File: src/rtl/icepic_sequencer.sv
// iCEPIC baseline fetch/decode sequencer: two-clock FETCH/EXEC cycle, PC,
// two-entry call stack and skip squashing around the combinational ALU.
package icepic_pkg;
  typedef enum logic [4:0] {
    ALU_NOP, ALU_CLR, ALU_SUB, ALU_DEC, ALU_OR, ALU_AND, ALU_XOR, ALU_ADD,
    ALU_MOVF, ALU_COMF, ALU_INC, ALU_DECFSZ, ALU_RRF, ALU_RLF, ALU_SWAPF,
    ALU_INCFSZ, ALU_BIT_CLEAR, ALU_BIT_SET, ALU_BIT_BTFSC, ALU_BIT_BTFSS
  } alu_op_t;
endpackage

module icepic_sequencer
  import icepic_pkg::*;
#(
  parameter logic [8:0] RESET_VEC = 9'h1FF
) (
  input  logic        clk,
  input  logic        rst_n,
  output logic [8:0]  rom_addr_out,
  input  logic [11:0] rom_data_in,
  output alu_op_t     alu_op_out,
  output logic [2:0]  bit_pos_out,
  output logic [7:0]  literal_out,
  output logic        b_sel_lit_out,
  output logic [4:0]  file_addr_out,
  output logic        f_we_out,
  output logic        w_we_out,
  output logic        status_we_out,
  input  logic        skip_flag_in,
  input  logic        status_update_in
);

  typedef enum logic {FETCH, EXEC} state_t;

  state_t     state, state_nxt;
  logic [8:0] pc, pc_nxt;
  logic [8:0] s0, s0_nxt;
  logic [8:0] s1, s1_nxt;
  logic       skip_pending, skip_nxt;
  logic       dest_f;

  assign rom_addr_out  = pc;
  assign bit_pos_out   = rom_data_in[7:5];
  assign literal_out   = rom_data_in[7:0];
  assign file_addr_out = rom_data_in[4:0];
  assign dest_f        = rom_data_in[5];

  always_ff @(posedge clk or negedge rst_n) begin
    if (!rst_n) begin
      state        <= FETCH;
      pc           <= RESET_VEC;
      s0           <= 9'h000;
      s1           <= 9'h000;
      skip_pending <= 1'b0;
    end else begin
      state        <= state_nxt;
      pc           <= pc_nxt;
      s0           <= s0_nxt;
      s1           <= s1_nxt;
      skip_pending <= skip_nxt;
    end
  end

  always_comb begin
    state_nxt     = state;
    pc_nxt        = pc;
    s0_nxt        = s0;
    s1_nxt        = s1;
    skip_nxt      = skip_pending;
    alu_op_out    = ALU_NOP;
    b_sel_lit_out = 1'b0;
    f_we_out      = 1'b0;
    w_we_out      = 1'b0;
    status_we_out = 1'b0;

    case (state)
      FETCH: begin
        pc_nxt    = pc + 9'd1;
        state_nxt = EXEC;
      end
      EXEC: begin
        state_nxt = FETCH;
        // A squashed slot does nothing at all, including raising a new skip.
        if (skip_pending) begin
          skip_nxt = 1'b0;
        end else begin
          skip_nxt      = skip_flag_in;
          status_we_out = status_update_in;
          case (rom_data_in[11:10])
            2'b00: begin
              case (rom_data_in[9:6])
                4'b0000: f_we_out = dest_f;
                4'b0001: begin
                  alu_op_out = ALU_CLR;
                  f_we_out   = dest_f;
                  w_we_out   = !dest_f;
                end
                default: begin
                  case (rom_data_in[9:6])
                    4'b0010: alu_op_out = ALU_SUB;
                    4'b0011: alu_op_out = ALU_DEC;
                    4'b0100: alu_op_out = ALU_OR;
                    4'b0101: alu_op_out = ALU_AND;
                    4'b0110: alu_op_out = ALU_XOR;
                    4'b0111: alu_op_out = ALU_ADD;
                    4'b1000: alu_op_out = ALU_MOVF;
                    4'b1001: alu_op_out = ALU_COMF;
                    4'b1010: alu_op_out = ALU_INC;
                    4'b1011: alu_op_out = ALU_DECFSZ;
                    4'b1100: alu_op_out = ALU_RRF;
                    4'b1101: alu_op_out = ALU_RLF;
                    4'b1110: alu_op_out = ALU_SWAPF;
                    default: alu_op_out = ALU_INCFSZ;
                  endcase
                  f_we_out = dest_f;
                  w_we_out = !dest_f;
                end
              endcase
            end
            2'b01: begin
              case (rom_data_in[9:8])
                2'b00: begin
                  alu_op_out = ALU_BIT_CLEAR;
                  f_we_out   = 1'b1;
                end
                2'b01: begin
                  alu_op_out = ALU_BIT_SET;
                  f_we_out   = 1'b1;
                end
                2'b10:   alu_op_out = ALU_BIT_BTFSC;
                default: alu_op_out = ALU_BIT_BTFSS;
              endcase
            end
            2'b10: begin
              case (rom_data_in[9:8])
                2'b00: begin
                  alu_op_out    = ALU_MOVF;
                  b_sel_lit_out = 1'b1;
                  w_we_out      = 1'b1;
                  pc_nxt        = s0;
                  s0_nxt        = s1;
                end
                // PC has already advanced, so it is the return address.
                2'b01: begin
                  s1_nxt = s0;
                  s0_nxt = pc;
                  pc_nxt = {1'b0, rom_data_in[7:0]};
                end
                default: pc_nxt = rom_data_in[8:0];
              endcase
            end
            default: begin
              b_sel_lit_out = 1'b1;
              w_we_out      = 1'b1;
              case (rom_data_in[9:8])
                2'b00:   alu_op_out = ALU_MOVF;
                2'b01:   alu_op_out = ALU_OR;
                2'b10:   alu_op_out = ALU_AND;
                default: alu_op_out = ALU_XOR;
              endcase
            end
          endcase
        end
      end
      default: state_nxt = FETCH;
    endcase
  end

endmodule

File: config.mk
export PLATFORM = sky130hd
export DESIGN_NAME = icepic_sequencer
export DESIGN_NICKNAME = d
export VERILOG_FILES = /design/src/rtl/icepic_sequencer.sv
export SDC_FILE = /design/constraint.sdc
export NUM_CORES = 1
export LEC_CHECK = 0
export CORE_MARGIN = 1.5
export CORE_UTILIZATION = 41
export CTS_BUF_LIST = sky130_fd_sc_hd__clkbuf_8
export DETAILED_ROUTE_END_ITERATION = 10
export PLACE_DENSITY = 0.66
export RECOVER_POWER = 25
export SLEW_MARGIN = 10
export SYNTH_ARGS = -nofsm -noshare
export SYNTH_HDL_FRONTEND = slang
export SYNTH_SLANG_ARGS = --single-unit
File: constraint.sdc
create_clock -name clk -period 1.8 [get_ports clk]
set_input_delay 0.18 -clock clk [delete_from_list [all_inputs] [get_ports clk]]
set_output_delay 0.18 -clock clk [all_outputs]
set_load 0.005 [all_outputs]
After elaboration in Yosys (flattened, before gate mapping)
Memories as Yosys holds them, arrays and structs flattened.
Index checks and enable logic that the tools add are counted.

storage, ports and cells
  flip-flop bits (word level) = 29
  ROM bits = 64
  input port bits = 16
  output and inout bits = 34
  logic and storage cells = 54
  memories = 1

memories
  memory           depth  bits a word  rd ports  clocked after memory_dff  wr ports  RTL line  text
  (no name shown)  16     4            1         0                         0         98        case (rom_data_in[9:6])

operators by class
  add/sub/neg operators = 1
  eq/ne operators = 7
  mux-type cells = 28
  bitwise logic cells = 2
  reductions and logical operators = 10

operators with widths
  operator                                                                 count
  9-bit one-hot mux with 2 select lines                                    3
  9-bit 2-to-1 mux                                                         2
  5-bit one-hot mux with 3 select lines                                    1
  1-bit 2-to-1 mux                                                         12
  4-bit one-hot mux with 3 select lines                                    1
  5-bit 2-to-1 mux                                                         2
  5-bit one-hot mux with 2 select lines                                    1
  9-bit by 1-bit adder with 9-bit output, second input constant            1
  4-bit AND reduction                                                      2
  1-bit one-hot mux with 2 select lines                                    3
  2-bit one-hot mux with 3 select lines                                    1
  2-bit by 1-bit equality test with 1-bit output, second input constant    2
  2-bit equality test, second input constant                               2
  4-bit by 1-bit equality test with 1-bit output, second input constant    1
  2-bit zero test                                                          2
  4-bit zero test                                                          1
  4-bit 2-to-1 mux                                                         1
  2-bit OR reduction                                                       2
  1-bit one-hot mux with 3 select lines                                    1
  2-bit by 1-bit inequality test with 1-bit output, second input constant  1
  2-bit inequality test, second input constant                             1
  1-bit NOT                                                                2
  2-bit AND reduction                                                      1
  2-bit nonzero test                                                       1
  1-bit zero test                                                          1

Logic depth before layout (Yosys ltp)
Gate-level depths: netlist of run 1.

  depth after elaboration = 6
  gate-level depth with buffers = 5
  gate-level depth less buffers = 4

Worst setup path before layout of run 1
No wires, ideal clock.

  kind = reg-to-reg
  from = register pc[0], in the netlist rom_addr_out[0]
  to = register pc[4], in the netlist rom_addr_out[4]
  data arrival time = 1.278 ns
  path slack = 0.433 ns
  cell stages (with the launch flop) = 5
  path buffers = 0
  period minus slack after synthesis = 1.367 ns
  cell sequence = dfstp_2 ha_1 nor2b_1 a311oi_1 a211oi_1

between the ends
  longest elaborated chain between the ends = 2

RTL lines
  item                                    RTL line  text
  start, declared                         35        logic [8:0] pc, pc_nxt;
  start signal, assigned                  56        pc <= pc_nxt;
  9-bit by 1-bit adder with 9-bit output  77        pc_nxt = pc + 9'd1;
  9-bit one-hot mux with 2 select lines   75        case (state)

Every way passes these cells.
A chain may end at the register's enable or synchronous reset.

Worst setup path after layout of run 1
  from = register skip_pending
  to = output alu_op_out[3]

between the ends
  longest elaborated chain between the ends = 2

RTL lines
  item                    RTL line  text
  start, declared         38        logic skip_pending, skip_nxt;
  start signal, assigned  59        skip_pending <= skip_nxt;
  5-bit 2-to-1 mux        83        if (skip_pending) begin
  5-bit 2-to-1 mux        75
  end, declared           20        output alu_op_t alu_op_out,

Every way passes these cells.

==> summary.md, run 1 <==
| Metric | Value |
|---|---|
| Sinks on Clock Net | 29 |
| Vias after detailed routing | about 1,500 |
| Number of synthesis warnings | 0 |
| Maximum clock path buffer count | 2 |
| P_sw | roughly 0.00076 W |
| Slew @ Worst Pin | between 0.7 and 0.8 ns |
| Clock network fraction of design power | 0.203 |
| Count of input and output buffers | around 50 |
| Total count of max-transition violations in the final report | 0 |
| Crit Path Max Fanout | 7 |
| DRT Wirelength | 4.480 mm |
| Cell Int Power | roughly 0.0017 W |
| Worst skew pair latency | 0.28 ns |
| DRT Pass-1 Iters | 4 |
| Startpoint Class | register |
| Vias in the first global route | roughly 1,500 |
| Std cell rows | 23 |
| Non-filler cells, final | 267 |
| Placed insts | 250 |
| Post-synthesis to final-layout area growth | 39.19% |
| Clock transition time at the flip-flop clock pins of the worst setup and hold paths | 0.06 ns |
| Total of endpoints with negative setup slack in the final report | 0 |
| Primary FF master, synth | dfrtp_1 |
| Cell leakage power | 1.136 nW |
| Kind of critical path | reg -> out |
| RePlAce Congestion | 0.8445 |
| Number of hold violations in the final report | 0 |
| Detailed placer's ending HPWL | 3.116 mm |
| Part of the total power dissipated in sequential elements | 0.473 |
| TritonCTS clock tree | yes |
| Die Width | a little under 70 µm |
| Ratio of total power to cell area | between 900 and 1000 nW/µm² |
| Relative slew margins | 0.5265 |
| Outcome | completed |
| Min-delay worst type | in -> reg |
| Cell type of the slowest stage on the worst timing path | clkdlybuf4s50_1 |
| Final nets | 233 |
| Antenna Diode Count | 0 |
| Mapped Nets | 175 |
| Cell variety after synth | 42 |
| Max-cap viol count | 0 |
| Total placed instance area | 2315 µm² |
| Fraction of power consumed by combinational cells | 0.325 |
| Proportion of total power due to net switching | 0.3067 |
| Area of the mapped netlist | 1788 µm² |
| Count of flip-flops with a built-in enable after synthesis | 0 |
| Largest net degree at the start of global routing | 30 |
| Top cell type by total area after synthesis | dfrtp_1 |
| Clock root buffer | clkbuf_8 |
| Violation count after the first detailed-route iteration | 49 |
| TritonCTS Buffers | 5 |
| Total Die Area | 4766 µm² |
| Final worst clock skew | 0.006397 ns |
| Category of the worst setup path capture point | primary output |
| Total global-route track usage | 0.1971 |
| Highest attainable clock frequency | 575.0 MHz |
| Max H-tree Level | 2 |
| I/O pin count | 50 |
| Most area-consuming cells after synthesis | dfrtp_1 (28%), mux2_2 (18%), dfstp_2 (13%) |
| Req. time, crit path | roughly 1.6 ns |
| Die boundary height | around 69 µm |
| Average vias per placed instance | 5.476 |
| Cells traversed along the worst timing path | inv_1 -> nand2_2 -> nor2_1 -> clkdlybuf4s50_1 |
| Highest ir drop seen on vdd | between 0.0005 and 0.0006 V |
| Number of standard cells after synthesis | between 150 and 200 |
| Antenna violations before repair | 0 |
| Fraction of final layout cells with drive strength greater than 1 | 0.3687 |
| Final routed wire length divided by cell count | 16.78 µm |
| GRT Residual Overflow | 0 |
| Wire length of the first global-routing pass | ~7.5 mm |
| Delay of the slowest critical-path stage | approximately 0.52 ns |
| Average footprint of a synthesized cell | 11.32 µm² |
| Residual DRC count | 0 |
| Sequential area share after synthesis | 0.4122 |
| Initial cell density of the core | 0.4375 |
| Area share of the largest cell type after synthesis | 0.2799 |
| Fraction of registers with async set/reset | 1.000 |
| Time the worst path needs with I/O delays and setup | around 1.7 ns |
| Summed area of non-filler cells in the final layout | 2489 µm² |
| Antenna violation net count after detailed routing | 0 |
| Flip-flop and latch count after synthesis | 29 |
| Placeable Area | 4086 µm² |
| Data arrival time of the worst path | approximately 1.6 ns |
| Final clock period utilization by the worst path | 0.9662 |
| Setup total negative slack | 0 ns |
[sequential cells by signal (all words and copies together), names as in the netlist]
signal        flops
skip_pending      1
rom_addr_out      9
s0                9
state             1
s1                9
[logic make-up (layout without fill, tap and decap cells)]
group,Yosys count,after routing,share of synthesized area
flops,29,29,0.4122
buf+inv,28,87,0.1015
fa+ha+maj,1,1,0.006997
compound gates,27,27,0.1148
mux,36,36,0.2211
simple gates,37,37,0.1435
[cells in the final DEF (no fill, tap or decap), types with 5 or more instances in the layout]
| master | netlist | routed |
|---|---|---|
| a211oi_1 | 5 | 5 |
| buf_4 | 19 | 19 |
| clkbuf_8 | 0 | 5 |
| clkdlybuf4s50_1 | 0 | 40 |
| dfrtp_1 | 20 | 20 |
| dfstp_2 | 9 | 9 |
| inv_1 | 4 | 5 |
| mux2_2 | 28 | 28 |
| mux2i_1 | 8 | 8 |
| nor2_1 | 5 | 5 |
[routing by layer]
metal	global-route usage	share of wire	wire length, µm	vias up
li1	-	-	-	696
met1	0.2328	0.42	1871	709
met2	0.3344	0.51	2280	48
met3	0.05556	0.055	247	9
met4	0.08279	0.018	80	0
met5	0	0	0	-
[synth_stat cells (5+ instances only)]
library cell and instances:
mux2_2 28, dfrtp_1 20, buf_4 19, dfstp_2 9, mux2i_1 8, a211oi_1 5
nor2_1 5
[area by class of cell]
cell class              count  area, µm²
clock inverters             3      13.76
inverters                   4      15.01
clock buffers               5      68.82
flip-flops and latches     29      737.0
multi-input cells         101      884.6
fillers                   346       1598
repair buffers             75      706.9
well taps                  50      62.56
[per-stage QoR]
step | total power (W) | utilization | worst slack (ns) | hold slack, ns
2_1_floorplan | 0.001526 | - | 0.4327 | -0.1156
3_3_place_gp | 0.001924 | 0.5664 | -0.2230 | 0.4837
3_5_place_dp | 0.001964 | 0.5664 | -0.2535 | 0.4905
4_1_cts | 0.002491 | 0.6041 | 0.0008995 | 0.2903
5_1_grt | 0.002632 | 0.6090 | -0.02624 | 0.4857
6_report | 0.002469 | 0.6090 | 0.06089 | 0.4557
[critical path: cells and delay by family, from the launching register on]
family,cells,cell delay (ns)
and+or+nand+nor,2,0.27
buffers and inverters,2,0.61
DFF,1,0.40
[power groups by stage]
stage                     Combinational, W  Sequential (W)  Clock (W)
after CTS                         0.000812         0.00116   0.000518
after global routing              0.000881         0.00120   0.000552
after detailed placement          0.000794         0.00117          0
after floorplan                   0.000423         0.00110          0
after global placement            0.000766         0.00116          0
final                             0.000801         0.00117   0.000501
[path summary, 6_finish.rpt]
path	from	end	slack (ns)	cells after the start
min in group asynchronous	rst_n	s0[4]$_DFFE_PN0P_	0.49	2
max reg2reg	rom_addr_out[0]$_DFFE_PN1P_	rom_addr_out[4]$_DFFE_PN1P_	0.16	4
max in group asynchronous	rst_n	s0[6]$_DFFE_PN0P_	0.86	2
min reg2reg	s1[7]$_DFFE_PN0P_	s1[7]$_DFFE_PN0P_	0.51	1
max	skip_pending$_DFFE_PN0P_	alu_op_out[3]	0.06	4
min	skip_flag_in	skip_pending$_DFFE_PN0P_	0.46	3
[what timing repair did]
| item | in CTS | in global routing |
|---|---|---|
| hold buffers | 0 | 0 |
| buffers inserted | 7 | 0 |
| gates resized for setup | 9 | 6 |
| pin swaps | 1 | 1 |
| setup endpoints to repair | 8 | 8 |
| gates cloned | 1 | 1 |
Note: power is estimated with default switching activity, not from simulation.
==> run 2: changes to the inputs <==
--- a/config.mk
+++ b/config.mk
@@ -5,10 +5,10 @@
 export SDC_FILE = /design/constraint.sdc
 export NUM_CORES = 1
 export LEC_CHECK = 0
-export CORE_MARGIN = 1.5
 export CORE_UTILIZATION = 41
 export CTS_BUF_LIST = sky130_fd_sc_hd__clkbuf_8
 export DETAILED_ROUTE_END_ITERATION = 10
+export MAX_ROUTING_LAYER = met4
 export PLACE_DENSITY = 0.66
 export RECOVER_POWER = 25
 export SLEW_MARGIN = 10
==> run 2 against run 1 <==
  * The flow now finishes with violations (negative setup slack)
  * First-iteration DRC count decreased by 49%
  * Wire length decreased by 1.2%
  * Total power increased by 3.3%
  * Clock power increased by 18%
  * Global-route usage increased by 2.2 points
  * Sequential share of layout area increased by 0.090 points
  * Sequential cell count unchanged
  * Setup slack got worse by 0.066 ns
  * Final area decreased by 0.30%
  * Critical endpoint is now f_we_out
==> summary.md, run 2 (synthesized netlist as in run 1, its figures left out) <==
| Metric | Value |
|---|---|
| RePlAce Congestion | 0.8248 |
| Maximum clock path buffer count | 2 |
| Final routed wire length divided by cell count | about 17 µm |
| Leading cell type in the layout, fill and taps excluded | clkdlybuf4s50_1 |
| Worst skew pair latency | 0.28 ns |
| Count of input and output buffers | 49 |
| Total global-route track usage | 0.2192 |
| Fraction of final layout cells with drive strength greater than 1 | 0.3674 |
| Sinks on Clock Net | 29 |
| Data arrival time of the worst path | 1.63 ns |
| Post-synthesis to final-layout area growth | 38.77% |
| Initial cell density of the core | 0.4375 |
| Std cell rows | 23 |
| Detailed placer's ending HPWL | 3.202 mm |
| Total power | between 0.002 and 0.003 W |
| Pre-CTS worst setup slack | -0.2669 ns |
| Relative slew margins | 0.5301 |
| Antenna violations before repair | 0 |
| Total placed instance area | 2302 µm² |
| Cell type of the slowest stage on the worst timing path | clkdlybuf4s50_1 |
| GRT Residual Overflow | 0 |
| Final clock period utilization by the worst path | 1.003 |
| Placed insts | 250 |
| Max-cap viol count | 0 |
| Antenna Diode Count | 0 |
| Number of buffers inserted by hold repair at cts | 0 |
| Max H-tree Level | 2 |
| Wire length of the first global-routing pass | 7.107 mm |
| Final nets | 231 |
| Summed area of non-filler cells in the final layout | 2481 µm² |
| Most used cells in the layout excluding fill and tap cells | clkdlybuf4s50_1 (41), mux2_2 (28), buf_4 (20), dfrtp_1 (20), dfstp_2 (9) |
| Clock transition time at the flip-flop clock pins of the worst setup and hold paths | 0.07 ns |
| Total Die Area | 4629 µm² |
| Unrepaired setup endpoints after global routing | true |
| Clock root buffer | clkbuf_8 |
| Average vias per placed instance | around 5.5 |
| Cell leakage power | between 1 and 1.5 nW |
| Highest ir drop seen on vdd | between 0.0007 and 0.0008 V |
| Vias after detailed routing | 1,449 |
| Vias in the first global route | 1,495 |
| Slew @ Worst Pin | 0.7049 ns |
| Outcome | finished, violations left |
| DRT Pass-1 Iters | 4 |
| Crit path buf inv count | 2 |
| Final worst clock skew | 0.008294 ns |
| Placeable Area | 4086 µm² |
| Die boundary height | 68.04 µm |
| Crit Path Max Fanout | 7 |
| Failing checks | negative setup slack |
| Violation count after the first detailed-route iteration | 25 |
| Highest attainable clock frequency | 553.8 MHz |
| Total count of max-transition violations in the final report | 0 |
| I/O pin count | 50 |
| Ratio of total power to cell area | 1028 nW/µm² |
| Category of the worst setup path capture point | primary output |
| Residual DRC count | 0 |
| Antenna violation net count after detailed routing | 0 |
| Time the worst path needs with I/O delays and setup | 1.806 ns |
| Delay of the slowest critical-path stage | 0.53 ns |
| Startpoint Class | register |
| Number of hold violations in the final report | 0 |
| Cell type group with the largest total delay on the critical path | buffers and inverters |
| TritonCTS clock tree | yes |
| Kind of critical path | reg -> out |
| Cells traversed along the worst timing path | inv_1 -> nand2_2 -> nor3_2 -> clkdlybuf4s50_1 |
| DRT Wirelength | approximately 4.4 mm |
| Post-route setup slack | -0.005553 ns |
| Req. time, crit path | ~1.6 ns |
| Total of endpoints with negative setup slack in the final report | 1 |
| Non-filler cells, final | 265 |
| TritonCTS Buffers | 5 |
| Worst hold margin | between 0.4 and 0.5 ns |
| Largest net degree at the start of global routing | 30 |
| Die Width | 68.04 µm |
| Min-delay worst type | in -> async |
==> run 2: per-stage QoR <==
| step | util | TNS (ns) |
|---|---|---|
| floorplan | - | 0 |
| global placement | 0.5634 | -1.145 |
| detailed placement | 0.5634 | -1.194 |
| CTS | 0.6035 | 0 |
| global route | 0.6072 | -0.1295 |
| finish | 0.6072 | -0.005553 |
==> run 2: cell type report <==
type	count	area, µm²
Tap cell	50	62.56
Fill cell	357	1605
Clock buffer	7	96.34
Timing Repair Buffer	73	678.2
Inverter	4	15.01
Sequential cell	29	737.0
Multi-Input combinational cell	101	887.1
Clock inverter	1	5.005
==> run 2: worst register-to-register path, delay by kind of cell, from the launching register on <==
family | cells | cell delay, ns
DFF | 1 | 0.58
AOI/OAI and AO/OA | 2 | 0.41
and+or+nand+nor | 1 | 0.40
adders and majority gates | 1 | 0.17
==> run 2: power by group <==
group / leakage [nW] / internal, W / total, W / switching, W
registers: 0.354 / 0.000929 / 0.00116 / 0.000235
logic: 0.704 / 0.000518 / 0.000797 / 0.000279
clock network: 0.0542 / 0.000345 / 0.000590 / 0.000245
==> run 2: what timing repair did <==
item,4_1_cts,5_1_grt
pin swaps,1,1
endpoints found under the setup margin,8,6
resized for setup,11,3
endpoints found under the hold margin,0,0
buffers inserted,6,1
==> run 2: worst paths after layout <==
| kind | cells after the start | endpoint | startpoint | slack [ns] |
|---|---|---|---|---|
| max in group asynchronous | 2 | s0[1]$_DFFE_PN0P_ | rst_n | 0.87 |
| hold reg to reg | 1 | s1[3]$_DFFE_PN0P_ | s1[3]$_DFFE_PN0P_ | 0.50 |
| setup / recovery | 4 | f_we_out | skip_pending$_DFFE_PN0P_ | -0.006 |
| setup reg to reg | 4 | rom_addr_out[6]$_DFFE_PN1P_ | rom_addr_out[0]$_DFFE_PN1P_ | 0.16 |
| hold / removal | 2 | s1[6]$_DFFE_PN0P_ | rst_n | 0.47 |
| min in group clk | 3 | skip_pending$_DFFE_PN0P_ | skip_flag_in | 0.47 |
==> run 2: layer usage <==
metal	track usage	routed length [µm]	up-vias
met5	-	0	-
li1	-	-	683
met3	0.03000	166	6
met1	0.2482	1862	724
met2	0.3799	2334	36
met4	0.1016	63	0
